File: config.mk
export PLATFORM = sky130hd
export DESIGN_NAME = sevenseg_scan_ctrl
export DESIGN_NICKNAME = d
export VERILOG_FILES = /design/src/rtl/sevenseg_scan_ctrl.sv
export SDC_FILE = /design/constraint.sdc
export NUM_CORES = 1
export LEC_CHECK = 0
export CAP_MARGIN = 20
export CORE_MARGIN = 3
export CORE_UTILIZATION = 45
export CTS_CLUSTER_DIAMETER = 30
export DETAILED_ROUTE_END_ITERATION = 8
export PLACE_DENSITY = 0.67
export SKIP_CTS_REPAIR_TIMING = 1
export SYNTH_ARGS = -nofsm -noshare
export SYNTH_HDL_FRONTEND = slang
export SYNTH_SLANG_ARGS = --single-unit
File: constraint.sdc
create_clock -name clk -period 2.8 [get_ports clk]
set_input_delay 0.28 -clock clk [delete_from_list [all_inputs] [get_ports clk]]
set_output_delay 0.28 -clock clk [all_outputs]
set_load 0.01 [all_outputs]
File: src/rtl/sevenseg_scan_ctrl.sv
// Four-digit common-anode seven-segment scanner with blank gaps between digits,
// optional leading-zero suppression and frame-synchronous double-buffered updates.
module sevenseg_scan_ctrl #(
  parameter int PRESCALE  = 50000,
  parameter int BLANK_CYC = 16
) (
  input  logic        clk,
  input  logic        clr_n,
  input  logic        en,
  input  logic        load,
  input  logic [15:0] data_in,
  input  logic [3:0]  dp_in,
  input  logic        lz_en,
  output logic [6:0]  a_to_g,
  output logic        dp,
  output logic [3:0]  an,
  output logic        upd_pend,
  output logic        frame_tick
);

  localparam int CW = (PRESCALE > 1) ? $clog2(PRESCALE) : 1;
  localparam logic [CW-1:0] CNT_LAST  = CW'(PRESCALE - 1);
  localparam logic [CW-1:0] CNT_BLANK = CW'(BLANK_CYC);

  logic [CW-1:0] cnt;
  logic [1:0]    dig;
  logic [15:0]   disp_data, pend_data;
  logic [3:0]    disp_dp, pend_dp;
  logic          slot_end, commit, blank;
  logic [3:0]    nib, sup;

  function automatic logic [6:0] dec7(input logic [3:0] v);
    case (v)
      4'h0: dec7 = 7'b0000001;
      4'h1: dec7 = 7'b1001111;
      4'h2: dec7 = 7'b0010010;
      4'h3: dec7 = 7'b0000110;
      4'h4: dec7 = 7'b1001100;
      4'h5: dec7 = 7'b0100100;
      4'h6: dec7 = 7'b0100000;
      4'h7: dec7 = 7'b0001111;
      4'h8: dec7 = 7'b0000000;
      4'h9: dec7 = 7'b0000100;
      4'hA: dec7 = 7'b0001000;
      4'hB: dec7 = 7'b1100000;
      4'hC: dec7 = 7'b0110001;
      4'hD: dec7 = 7'b1000010;
      4'hE: dec7 = 7'b0110000;
      default: dec7 = 7'b0111000;
    endcase
  endfunction

  assign slot_end   = (cnt == CNT_LAST);
  assign commit     = slot_end && (dig == 2'd3);
  assign frame_tick = commit;

  always_comb begin
    nib = disp_data[3:0];
    case (dig)
      2'd0: nib = disp_data[3:0];
      2'd1: nib = disp_data[7:4];
      2'd2: nib = disp_data[11:8];
      default: nib = disp_data[15:12];
    endcase
  end

  // digit k is dark when it and every more significant nibble are zero
  assign sup = lz_en ? {(disp_data[15:12] == 4'h0), (disp_data[15:8] == 8'h00),
                        (disp_data[15:4] == 12'h000), 1'b0} : 4'b0000;

  assign blank = !en || (cnt < CNT_BLANK) || sup[dig];

  always_ff @(posedge clk or negedge clr_n) begin
    if (!clr_n) begin
      cnt       <= '0;
      dig       <= 2'd0;
      disp_data <= 16'h0000;
      disp_dp   <= 4'b0000;
      pend_data <= 16'h0000;
      pend_dp   <= 4'b0000;
      upd_pend  <= 1'b0;
      a_to_g    <= 7'b1111111;
      dp        <= 1'b1;
      an        <= 4'b1111;
    end else begin
      if (slot_end) begin
        cnt <= '0;
        dig <= dig + 2'd1;
      end else begin
        cnt <= cnt + 1'b1;
      end

      if (load) begin
        pend_data <= data_in;
        pend_dp   <= dp_in;
      end

      // a load landing on the commit cycle bypasses the pending buffer
      if (commit) begin
        upd_pend <= 1'b0;
        if (load) begin
          disp_data <= data_in;
          disp_dp   <= dp_in;
        end else if (upd_pend) begin
          disp_data <= pend_data;
          disp_dp   <= pend_dp;
        end
      end else if (load) begin
        upd_pend <= 1'b1;
      end

      if (blank) begin
        a_to_g <= 7'b1111111;
        dp     <= 1'b1;
        an     <= 4'b1111;
      end else begin
        a_to_g <= dec7(nib);
        dp     <= ~disp_dp[dig];
        an     <= ~(4'b0001 << dig);
      end
    end
  end

endmodule

==> results_tabular.tex, run 1 <==
\begin{tabular}{lr}
\hline
Metric & Value \\
\hline
\multicolumn{2}{l}{\textbf{Synthesis}} \\
Number of warnings printed during yosys synthesis & 0 \\
Mean cell area of the mapped netlist & 12.9 µm² \\
Register area share after synthesis & 0.550 \\
Most area-hungry cell type in the Yosys netlist & sky130\_fd\_sc\_hd\_\_dfrtp\_1 \\
Flops \& latches, synth & 71 \\
Number of synthesized flops with an enable pin & 0 \\
Netlist Area Pre-Place & 3260 µm² \\
Fraction of synthesized cell area taken by the top area cell type & 0.453 \\
Post-synthesis async set-or-reset flop share & 1.00 \\
Count of unique library cells instantiated by Yosys & 37 \\
Number of nets in the synthesized netlist & 289 \\
Post-synthesis cell count & 252 \\
Top\_reg\_cell synth & sky130\_fd\_sc\_hd\_\_dfrtp\_1 \\
Top cells by area, synth & sky130\_fd\_sc\_hd\_\_dfrtp\_1 (45\%), sky130\_fd\_sc\_hd\_\_dfstp\_2 (9.7\%), sky130\_fd\_sc\_hd\_\_mux2\_4 (9.2\%), sky130\_fd\_sc\_hd\_\_mux2\_2 (7.6\%), sky130\_fd\_sc\_hd\_\_ha\_1 (4.6\%) \\
\multicolumn{2}{l}{\textbf{Detailed routing}} \\
DR DRC count & 0 \\
Drt initial violations & 129 \\
Post-DRT Antenna Nets & 0 \\
Via-to-Cell Ratio & 5.11 \\
First drt pass iteration count & 4 \\
Total wirelength of the detailed-routed design & 5880 µm \\
Per-cell routed wire length & 14.7 µm \\
Vias & 2,037 \\
\multicolumn{2}{l}{\textbf{Power}} \\
Power density normalized to cell area & 544 nW/µm² \\
Peak supply drop & 257 µV \\
Leakage & 1.82 nW \\
Power Total & 2.18 mW \\
\multicolumn{2}{l}{\textbf{Setup path}} \\
CP cell instances & nor4\_2 -> nand2\_1 -> nor4\_1 -> and3\_1 -> clkdlybuf4s50\_1 \\
Max stage delay cell, worst path & sky130\_fd\_sc\_hd\_\_clkdlybuf4s50\_1 \\
Peak per-stage delay on the critical path & 550 ps \\
CP Max Fanout & 4 \\
Arrival time of the worst setup path & 2210 ps \\
Crit start category & flip-flop \\
Sort of element at the end of the critical path & output pin \\
R2R cell count & 10 \\
Required arrival time at the worst endpoint & 2520 ps \\
Worst setup path category & flip-flop to output pin \\
\multicolumn{2}{l}{\textbf{Die}} \\
Core Box Area & 6910 µm² \\
Number of I/O pins & 39 \\
Starting Density & 0.472 \\
Height of the chip & 91.1 µm \\
Width of the die & 91.1 µm \\
Row Count & 30 \\
Overall die area & 8300 µm² \\
\multicolumn{2}{l}{\textbf{Timing}} \\
Worst setup skew after layout & 6.98 ps \\
Unrepaired setup endpoints after global routing & false \\
Total negative slack & 0 ps \\
Final hold vios & 0 \\
Total of endpoints with negative setup slack in the final report & 0 \\
Clock period minus worst slack & 2490 ps \\
Measured slew at the worst slew-check pin & 819 ps \\
Final worst-path cycle share & 0.888 \\
Maximum operating frequency & 0.402 GHz \\
Final Slew Violations & 0 \\
Remaining max-slew budget at the tightest pin & 0.454 \\
\multicolumn{2}{l}{\textbf{Clocking}} \\
Clock input transition at the sequential cells of the worst setup and hold paths & 70 ps \\
Source-to-sink clock delay at the later pin of the worst-skew pair & 340 ps \\
Max Root-Sink Buffers & 2 \\
Inserted Clock Buffers & 9 \\
Buffer type at the clock tree root & sky130\_fd\_sc\_hd\_\_clkbuf\_8 \\
\# clock sinks & 71 \\
H-tree Lvls & 3 \\
Clock tree from TritonCTS & yes \\
\multicolumn{2}{l}{\textbf{Layout}} \\
Synth-to-layout area growth & 22.8\% \\
Share of layout cells above drive strength 1 & 0.271 \\
Antenna diodes & 0 \\
Layout fillers & 581 \\
Number of nets in the layout & 335 \\
\multicolumn{2}{l}{\textbf{Job}} \\
Number of violations of the max-capacitance limit & 0 \\
\multicolumn{2}{l}{\textbf{GRT}} \\
Grt total ovfl & 0 \\
Maximum number of pins on one net before global-route repair & 38 \\
Wire length of the first global-routing pass & 10,100 µm \\
Number of antenna violations at the first check in global routing & 0 \\
Global-route total usage across every layer & 0.157 \\
Vias in the first global route & 2,089 \\
\multicolumn{2}{l}{\textbf{Place}} \\
IO buf count & 38 \\
Final HPWL DP & 4150 µm \\
Global placer's final weighted congestion & 0.815 \\
\multicolumn{2}{l}{\textbf{Run status}} \\
Result of the run & finished, final reports clean \\
\multicolumn{2}{l}{\textbf{Hold path}} \\
Min-Delay Path Class & input port to asynchronous set/reset pin \\
\hline
\end{tabular}
==> per-layer routing <==
metal | GRT usage | share of wire | vias to the layer above | wire, µm
li1 | - | - | 981 | -
met1 | 0.210 | 0.46 | 990 | 2720
met2 | 0.240 | 0.47 | 56 | 2760
met3 | 0.0414 | 0.049 | 10 | 290
met4 | 0.0678 | 0.020 | 0 | 116
met5 | 0 | 0 | - | 0
==> layout by cell type, fill, tap and decap left out, types with 6 or more instances in the layout <==
cell type	instances
sky130_fd_sc_hd__clkbuf_8	10
sky130_fd_sc_hd__clkdlybuf4s50_1	37
sky130_fd_sc_hd__dfrtp_1	59
sky130_fd_sc_hd__dfstp_2	12
sky130_fd_sc_hd__ha_1	12
sky130_fd_sc_hd__inv_1	8
sky130_fd_sc_hd__mux2_2	22
sky130_fd_sc_hd__mux2_4	20
sky130_fd_sc_hd__nand2_1	20
sky130_fd_sc_hd__nand3_1	7
sky130_fd_sc_hd__nor2_1	15
sky130_fd_sc_hd__o21ai_0	6
sky130_fd_sc_hd__xnor2_1	6
sky130_fd_sc_hd__xor2_1	8
==> layout make-up <==
class / instances / area, µm² / area share
repair buffers: 43 / 425 / 0.106
flip-flops and latches: 71 / 1790 / 0.448
clock inverters: 6 / 108 / 0.0269
inverters: 8 / 30.0 / 0.00750
multi-input cells: 165 / 1390 / 0.347
clock buffers: 10 / 138 / 0.0344
well taps: 96 / 120 / 0.0300
==> critical path, delay by kind of cell, from the launching register on <==
family	cells	cell delay, ps
buffers and inverters	1	550
flip-flops	1	410
AND/OR/NAND/NOR	4	920
==> logic make-up (layout without fill, tap and decap cells) <==
| group | Yosys count | after routing | share of synthesized area |
|---|---|---|---|
| adder cells (fa/ha/maj) | 12 | 12 | 0.0460 |
| multiplexers | 45 | 45 | 0.181 |
| XOR/XNOR | 14 | 14 | 0.0376 |
| AND/OR/NAND/NOR | 68 | 68 | 0.106 |
| AO/OA/AOI/OAI | 26 | 26 | 0.0560 |
| flip-flops | 71 | 71 | 0.550 |
| buffers and inverters | 16 | 67 | 0.0238 |
==> synth_stat cells, drive strengths merged, types with 2 or more instances <==
master  count
xor2        8
clkbuf      4
nand2b      2
ha         12
nor4        7
nand4       2
nand2      20
buf         4
mux2i       2
a222oi      4
dfrtp      59
o211ai      4
a21oi       5
a22o        2
nor2b       5
nor2       15
nand3       8
nor3        4
and3        2
o221ai      2
dfstp      12
mux2       42
inv         8
o21ai       6
xnor2       6
==> power by group <==
group	internal (mW)	switching, mW
Clock	0.613	0.370
Sequential	1.06	0.00767
Combinational	0.0707	0.0544
==> flip-flops by register name (all words and copies together) (netlist names) <==
register and cells:
cnt 16, disp_data 16, pend_data 16, a_to_g 7, an 4, disp_dp 4
pend_dp 4, dig 2, dp 1, upd_pend 1
==> stage by stage <==
| step | cell area, µm² | util | std cells | worst slack, ps | hold slack [ps] |
|---|---|---|---|---|---|
| finish | 4000 | 0.580 | 399 | 315 | 25.0 |
| global route | 4000 | 0.580 | 399 | 159 | 77.3 |
| CTS | 4000 | 0.579 | 398 | 295 | 39.5 |
| detailed placement | 3750 | 0.543 | 382 | 356 | 412 |
| global placement | 3750 | 0.543 | 382 | 453 | 410 |
| floorplan | 3260 | - | 252 | 650 | -15.6 |
==> worst paths after layout <==
| path | slack (ps) | end | from |
|---|---|---|---|
| setup / recovery | 310 | frame_tick | cnt[10] |
| hold / removal | 20 | disp_data[14] | clr_n |
| setup reg to reg | 380 | a_to_g[0] | dig[0] |
| hold reg to reg | 490 | cnt[0] | cnt[0] |
| max in group asynchronous | 2060 | an[2] | clr_n |
| min in group clk | 490 | cnt[0] | cnt[0] |
(Power assumes the default switching activity.)
==> inputs of run 2 (changes only) <==
==> constraint.sdc (replaced) <==
create_clock -name clk -period 2.65 [get_ports clk]
set_input_delay 0.265 -clock clk [delete_from_list [all_inputs] [get_ports clk]]
set_output_delay 0.265 -clock clk [all_outputs]
set_load 0.01 [all_outputs]
==> run 2 against run 1 <==
Compared with the run above:
- the flow now finishes with violations (hold timing)
- non-clock buffer count down 1
- setup slack got worse by 150 ps
- clock skew is 0.87 ps higher
- global-route usage is 0.11 points lower
- cell count shrank 0.25%
- clock power down 4.2%
- combinational power increased by 5%
- critical path depth stayed put
- first-iteration DRC count grew 3.1%
- sequential power up 6%
- critical endpoint unchanged
- largest power group unchanged
==> results_tabular.tex, run 2 (synthesized netlist as in run 1, its figures left out) <==
\begin{tabular}{lr}
\hline
Metric & Value \\
\hline
\multicolumn{2}{l}{\textbf{Layout}} \\
Antenna diodes & 0 \\
Number of nets in the layout & 334 \\
Most common cell after layout, fill and taps aside & sky130\_fd\_sc\_hd\_\_dfrtp\_1 \\
Largest registers & cnt: 16 flops, disp\_data: 16 flops, pend\_data: 16 flops \\
Share of layout cells above drive strength 1 & 0.275 \\
Non-filler cells, final & 398 \\
Synth-to-layout area growth & 22.3\% \\
Layout fillers & 593 \\
Most frequent cells in the layout & sky130\_fd\_sc\_hd\_\_dfrtp\_1 (58), sky130\_fd\_sc\_hd\_\_clkdlybuf4s50\_1 (37), sky130\_fd\_sc\_hd\_\_mux2\_2 (22) \\
\multicolumn{2}{l}{\textbf{Timing}} \\
Clock period minus worst slack & 2490 ps \\
Worst setup skew after layout & 7.85 ps \\
Measured slew at the worst slew-check pin & 1080 ps \\
Maximum operating frequency & 0.402 GHz \\
Total negative slack & 0 ps \\
Final worst hold slack & -13.3 ps \\
Remaining max-slew budget at the tightest pin & 0.278 \\
Final setup slack of the worst path & 164 ps \\
Final Slew Violations & 0 \\
Total of endpoints with negative setup slack in the final report & 0 \\
Final worst-path cycle share & 0.938 \\
Final hold vios & 13 \\
Unrepaired setup endpoints after global routing & false \\
\multicolumn{2}{l}{\textbf{Run status}} \\
Result of the run & complete, but fails checks \\
Violations in the final reports & hold timing \\
\multicolumn{2}{l}{\textbf{Detailed routing}} \\
Per-cell routed wire length & 14.9 µm \\
DR DRC count & 0 \\
Total wirelength of the detailed-routed design & 5930 µm \\
First drt pass iteration count & 6 \\
Vias & 2,092 \\
Post-DRT Antenna Nets & 0 \\
Via-to-Cell Ratio & 5.26 \\
Drt initial violations & 133 \\
\multicolumn{2}{l}{\textbf{Setup path}} \\
Arrival time of the worst setup path & 2220 ps \\
CP cell instances & nor4\_2 -> nand2\_1 -> nor4\_2 -> and3\_1 -> clkdlybuf4s50\_1 \\
Crit path buffers/inverters & 1 \\
Peak per-stage delay on the critical path & 550 ps \\
Worst setup path category & flip-flop to output pin \\
Sort of element at the end of the critical path & output pin \\
Required arrival time at the worst endpoint & 2380 ps \\
CP Max Fanout & 5 \\
Max stage delay cell, worst path & sky130\_fd\_sc\_hd\_\_clkdlybuf4s50\_1 \\
Reg-to-reg setup timing slack & 260 ps \\
R2R cell count & 7 \\
Dominant delay contributor by cell family on the critical path & simple AND/OR/NAND/NOR gates \\
Cell seen most often among critical-path stages & sky130\_fd\_sc\_hd\_\_nor4\_2 \\
Crit start category & flip-flop \\
Worst reg2reg startpoint & dig[0] \\
Path length in cells of the critical path & 5 \\
Endpoint of the lowest-slack register-to-register path & a\_to\_g[0] \\
\multicolumn{2}{l}{\textbf{GRT}} \\
Wire length of the first global-routing pass & 10,200 µm \\
Maximum number of pins on one net before global-route repair & 38 \\
Global-route total usage across every layer & 0.156 \\
Number of antenna violations at the first check in global routing & 0 \\
Grt total ovfl & 0 \\
Vias in the first global route & 2,092 \\
\multicolumn{2}{l}{\textbf{Place}} \\
Worst setup slack before clock tree synthesis & 211 ps \\
Final HPWL DP & 4200 µm \\
Global placer's final weighted congestion & 0.784 \\
IO buf count & 38 \\
Cells after DPL & 382 \\
\multicolumn{2}{l}{\textbf{Clocking}} \\
Clock tree from TritonCTS & yes \\
H-tree Lvls & 3 \\
Max Root-Sink Buffers & 2 \\
Source-to-sink clock delay at the later pin of the worst-skew pair & 340 ps \\
Buffer type at the clock tree root & sky130\_fd\_sc\_hd\_\_clkbuf\_8 \\
Inserted Clock Buffers & 9 \\
Clock input transition at the sequential cells of the worst setup and hold paths & 70 ps \\
\# clock sinks & 71 \\
\multicolumn{2}{l}{\textbf{Power}} \\
Leakage & 1.80 nW \\
Power density normalized to cell area & 553 nW/µm² \\
Peak supply drop & 275 µV \\
\multicolumn{2}{l}{\textbf{Die}} \\
Core Box Area & 6910 µm² \\
Width of the die & 91.1 µm \\
Row Count & 30 \\
Starting Density & 0.472 \\
Overall die area & 8300 µm² \\
Number of I/O pins & 39 \\
Height of the chip & 91.1 µm \\
\multicolumn{2}{l}{\textbf{Job}} \\
Number of violations of the max-capacitance limit & 0 \\
\multicolumn{2}{l}{\textbf{Hold path}} \\
Min-Delay Path Class & input port to asynchronous set/reset pin \\
\hline
\end{tabular}
-- run 2: cell count changes in the layout (fill, tap and decap cells not counted) --
cell,delta
sky130_fd_sc_hd__clkbuf_8,-1
sky130_fd_sc_hd__buf_4,-1
sky130_fd_sc_hd__nor4_1,-1
sky130_fd_sc_hd__inv_6,+1
sky130_fd_sc_hd__clkinvlp_4,+2
sky130_fd_sc_hd__bufinv_16,-1
sky130_fd_sc_hd__dfrtp_1,-1
sky130_fd_sc_hd__nand3_2,-1
sky130_fd_sc_hd__clkinv_2,-1
sky130_fd_sc_hd__nand3_4,+1
sky130_fd_sc_hd__dfrtp_2,+1
sky130_fd_sc_hd__nor4_2,+1
-- run 2: per-layer routing --
| layer | vias up | wire [µm] | GRT usage | share of wire |
|---|---|---|---|---|
| met5 | - | 0 | 0 | 0 |
| met4 | 0 | 83 | 0.0691 | 0.014 |
| met3 | 7 | 324 | 0.0381 | 0.055 |
| met2 | 68 | 2830 | 0.239 | 0.48 |
| met1 | 1037 | 2690 | 0.209 | 0.45 |
| li1 | 980 | - | - | - |
-- run 2: final cells by class --
class                   instances  area, µm²  share of cell area
clock buffers                   9        124              0.0311
clock inverters                 7       96.3              0.0242
inverters                       8       30.0             0.00753
multi-input cells             165       1410               0.352
flip-flops and latches         71       1790               0.450
well taps                      96        120              0.0301
repair buffers                 42        418               0.105
-- run 2: stage by stage --
stage | utilization | area [µm²] | total power [mW] | hold WS, ps
4_1_cts | 0.575 | 3970 | 2.24 | -3.17
2_1_floorplan | - | 3260 | 1.20 | -30.6
3_5_place_dp | 0.543 | 3750 | 1.29 | 380
5_1_grt | 0.577 | 3990 | 2.31 | 34.8
6_report | 0.577 | 3990 | 2.20 | -13.3
3_3_place_gp | 0.543 | 3750 | 1.28 | 382
-- run 2: report_power, final --
| part | switching, mW | internal, mW |
|---|---|---|
| Clock | 0.411 | 0.531 |
| Combinational | 0.0568 | 0.0739 |
| Sequential | 0.00810 | 1.12 |
| Total | 0.476 | 1.73 |
-- run 2: worst register-to-register path: cells and delay by family, from the launching register on --
family                     cells  cell delay [ps]
adders and majority gates      1              260
AOI/OAI and AO/OA              3              950
muxes                          1              420
DFF                            1              460
and+or+nand+nor                1               70
buffers and inverters          1              130
-- run 2: worst max path at each step --
stage            start          to
2_1_floorplan   dig[0]   a_to_g[0]
6_report       cnt[11]  frame_tick
3_5_place_dp    dig[0]   a_to_g[0]
5_1_grt         dig[1]   a_to_g[1]
4_1_cts         cnt[0]  frame_tick
3_3_place_gp    dig[0]   a_to_g[0]
==> inputs of run 3 (changes only) <==
--- a/config.mk
+++ b/config.mk
@@ -6,7 +6,7 @@
 export NUM_CORES = 1
 export LEC_CHECK = 0
 export CAP_MARGIN = 20
-export CORE_MARGIN = 3
+export CORE_MARGIN = 4
 export CORE_UTILIZATION = 45
 export CTS_CLUSTER_DIAMETER = 30
 export DETAILED_ROUTE_END_ITERATION = 8
==> run 3 against run 2 <==
Compared with the run above:
- the flow still finishes with violations (hold timing)
- wire length rose by 2.5%
- fmax up 0.50%
- clock skew about the same
- non-clock buffer count is 2 higher
- sequential share of layout area is 0.82 points lower
- setup slack improved by 12 ps
- power grew 7.7%
- combinational power barely moved
- design area up 1.8%
- register-to-register slack got worse by 30 ps
- first-iteration DRC count decreased by 11%
- cell count rose by 0.50%
==> results_tabular.tex, run 3 (synthesized netlist as in run 1, its figures left out) <==
\begin{tabular}{lr}
\hline
Metric & Value \\
\hline
\multicolumn{2}{l}{\textbf{Detailed routing}} \\
DR DRC count & 0 \\
Total wirelength of the detailed-routed design & 6070 µm \\
Post-DRT Antenna Nets & 0 \\
Via-to-Cell Ratio & 5.16 \\
First drt pass iteration count & 4 \\
Drt initial violations & 119 \\
Per-cell routed wire length & 15.2 µm \\
Vias & 2,064 \\
\multicolumn{2}{l}{\textbf{Hold path}} \\
Min-Delay Path Class & input port to asynchronous set/reset pin \\
\multicolumn{2}{l}{\textbf{Layout}} \\
Layout fillers & 567 \\
Largest registers & cnt: 16 flops, disp\_data: 16 flops, pend\_data: 16 flops \\
Share of layout cells above drive strength 1 & 0.286 \\
Register area & 1790 µm² \\
Number of nets in the layout & 336 \\
Non-filler cells, final & 400 \\
Area of the multi-input gates & 1420 µm² \\
Most frequent cells in the layout & sky130\_fd\_sc\_hd\_\_dfrtp\_1 (59), sky130\_fd\_sc\_hd\_\_clkdlybuf4s50\_1 (37), sky130\_fd\_sc\_hd\_\_mux2\_2 (22) \\
Synth-to-layout area growth & 24.4\% \\
Most common cell after layout, fill and taps aside & sky130\_fd\_sc\_hd\_\_dfrtp\_1 \\
Antenna diodes & 0 \\
\multicolumn{2}{l}{\textbf{Setup path}} \\
Peak per-stage delay on the critical path & 550 ps \\
Endpoint of the lowest-slack register-to-register path & a\_to\_g[0] \\
CP cell instances & nor4\_4 -> nand2\_2 -> nor4\_2 -> and3\_1 -> clkdlybuf4s50\_1 \\
Required arrival time at the worst endpoint & 2380 ps \\
CP Max Fanout & 5 \\
Crit start category & flip-flop \\
Sort of element at the end of the critical path & output pin \\
Arrival time of the worst setup path & 2210 ps \\
R2R cell count & 10 \\
Worst reg2reg startpoint & dig[0] \\
Reg-to-reg setup timing slack & 230 ps \\
Worst setup path category & flip-flop to output pin \\
Crit path buffers/inverters & 1 \\
Dominant delay contributor by cell family on the critical path & simple AND/OR/NAND/NOR gates \\
Max stage delay cell, worst path & sky130\_fd\_sc\_hd\_\_clkdlybuf4s50\_1 \\
\multicolumn{2}{l}{\textbf{Timing}} \\
Final hold vios & 1 \\
Final worst-path cycle share & 0.934 \\
Clock period minus worst slack & 2470 ps \\
Worst setup skew after layout & 7.78 ps \\
Final Slew Violations & 0 \\
Total of endpoints with negative setup slack in the final report & 0 \\
Measured slew at the worst slew-check pin & 850 ps \\
Remaining max-slew budget at the tightest pin & 0.434 \\
Total negative slack & 0 ps \\
Maximum operating frequency & 0.404 GHz \\
Unrepaired setup endpoints after global routing & false \\
Final worst hold slack & -0.665 ps \\
\multicolumn{2}{l}{\textbf{Clocking}} \\
Max Root-Sink Buffers & 2 \\
H-tree Lvls & 3 \\
Source-to-sink clock delay at the later pin of the worst-skew pair & 340 ps \\
Clock input transition at the sequential cells of the worst setup and hold paths & 70 ps \\
Clock tree from TritonCTS & yes \\
\# clock sinks & 71 \\
Inserted Clock Buffers & 9 \\
Buffer type at the clock tree root & sky130\_fd\_sc\_hd\_\_clkbuf\_8 \\
\multicolumn{2}{l}{\textbf{Place}} \\
Final HPWL DP & 4290 µm \\
Cells after DPL & 382 \\
IO buf count & 38 \\
Global placer's final weighted congestion & 0.871 \\
\multicolumn{2}{l}{\textbf{GRT}} \\
Busiest layer in global routing & met2 \\
Global-route total usage across every layer & 0.153 \\
Vias in the first global route & 2,104 \\
Grt total ovfl & 0 \\
Met1 GRT Util & 0.202 \\
Wire length of the first global-routing pass & 10,200 µm \\
Maximum number of pins on one net before global-route repair & 38 \\
Met3 track demand over resource & 0.0330 \\
Number of antenna violations at the first check in global routing & 0 \\
Met2 track utilization from global routing & 0.241 \\
\multicolumn{2}{l}{\textbf{Power}} \\
Leakage & 1.85 nW \\
Power density normalized to cell area & 585 nW/µm² \\
Peak supply drop & 288 µV \\
\multicolumn{2}{l}{\textbf{Run status}} \\
Violations in the final reports & hold timing \\
Result of the run & complete, but fails checks \\
\multicolumn{2}{l}{\textbf{Die}} \\
Height of the chip & 93.1 µm \\
Width of the die & 93.1 µm \\
Row Count & 30 \\
Core Box Area & 6910 µm² \\
Number of I/O pins & 39 \\
Starting Density & 0.472 \\
Overall die area & 8670 µm² \\
\multicolumn{2}{l}{\textbf{Job}} \\
Number of violations of the max-capacitance limit & 0 \\
\hline
\end{tabular}
[run 3: cell type report]
| cell class | instances | share of cell area |
|---|---|---|
| Inverter | 8 | 0.00740 |
| Sequential cell | 71 | 0.442 |
| Clock buffer | 9 | 0.0305 |
| Tap cell | 96 | 0.0296 |
| Multi-Input combinational cell | 165 | 0.351 |
| Timing Repair Buffer | 44 | 0.107 |
| Clock inverter | 7 | 0.0333 |
[run 3: worst reg2reg max path: stages (launching register included)]
cell,delay (ps)
sky130_fd_sc_hd__dfrtp_1,470
sky130_fd_sc_hd__inv_1,140
sky130_fd_sc_hd__ha_1,280
sky130_fd_sc_hd__a222oi_1,330
sky130_fd_sc_hd__nand2_1,100
sky130_fd_sc_hd__o21ai_0,180
sky130_fd_sc_hd__inv_1,150
sky130_fd_sc_hd__ha_1,250
sky130_fd_sc_hd__mux2_2,270
sky130_fd_sc_hd__nand2_1,70
sky130_fd_sc_hd__o211ai_1,100
[run 3: stage by stage]
step           utilization  total power [mW]  area (µm²)  setup slack [ps]
3_3_place_gp         0.543              1.28        3750               290
5_1_grt              0.588              2.47        4060              33.2
4_1_cts              0.581              2.40        4010               108
2_1_floorplan            -              1.20        3260               500
3_5_place_dp         0.543              1.29        3750               208
6_report             0.588              2.37        4060               176
[run 3: metal layers]
metal  vias to the layer above  wire [µm]
met5                         -          0
met3                         8        267
met2                        50       2900
met4                         0        102
li1                        986          -
met1                      1020       2800
[run 3: worst max path at each step]
stage / from / end / slack [ps] / cells after the start
2_1_floorplan: dig[0] / a_to_g[0] / 500 / 10
3_3_place_gp: dig[0] / a_to_g[0] / 290 / 10
3_5_place_dp: dig[0] / a_to_g[1] / 210 / 10
4_1_cts: cnt[0] / frame_tick / 110 / 5
5_1_grt: cnt[11] / frame_tick / 30 / 5
6_report: cnt[11] / frame_tick / 180 / 5
[run 3: where the power goes]
group	internal (mW)	leakage [nW]	total (mW)	switching (mW)
registers	1.12	0.885	1.13	0.00862
logic	0.0748	0.828	0.133	0.0580
clock network	0.715	0.133	1.11	0.394
total	1.91	1.85	2.37	0.461
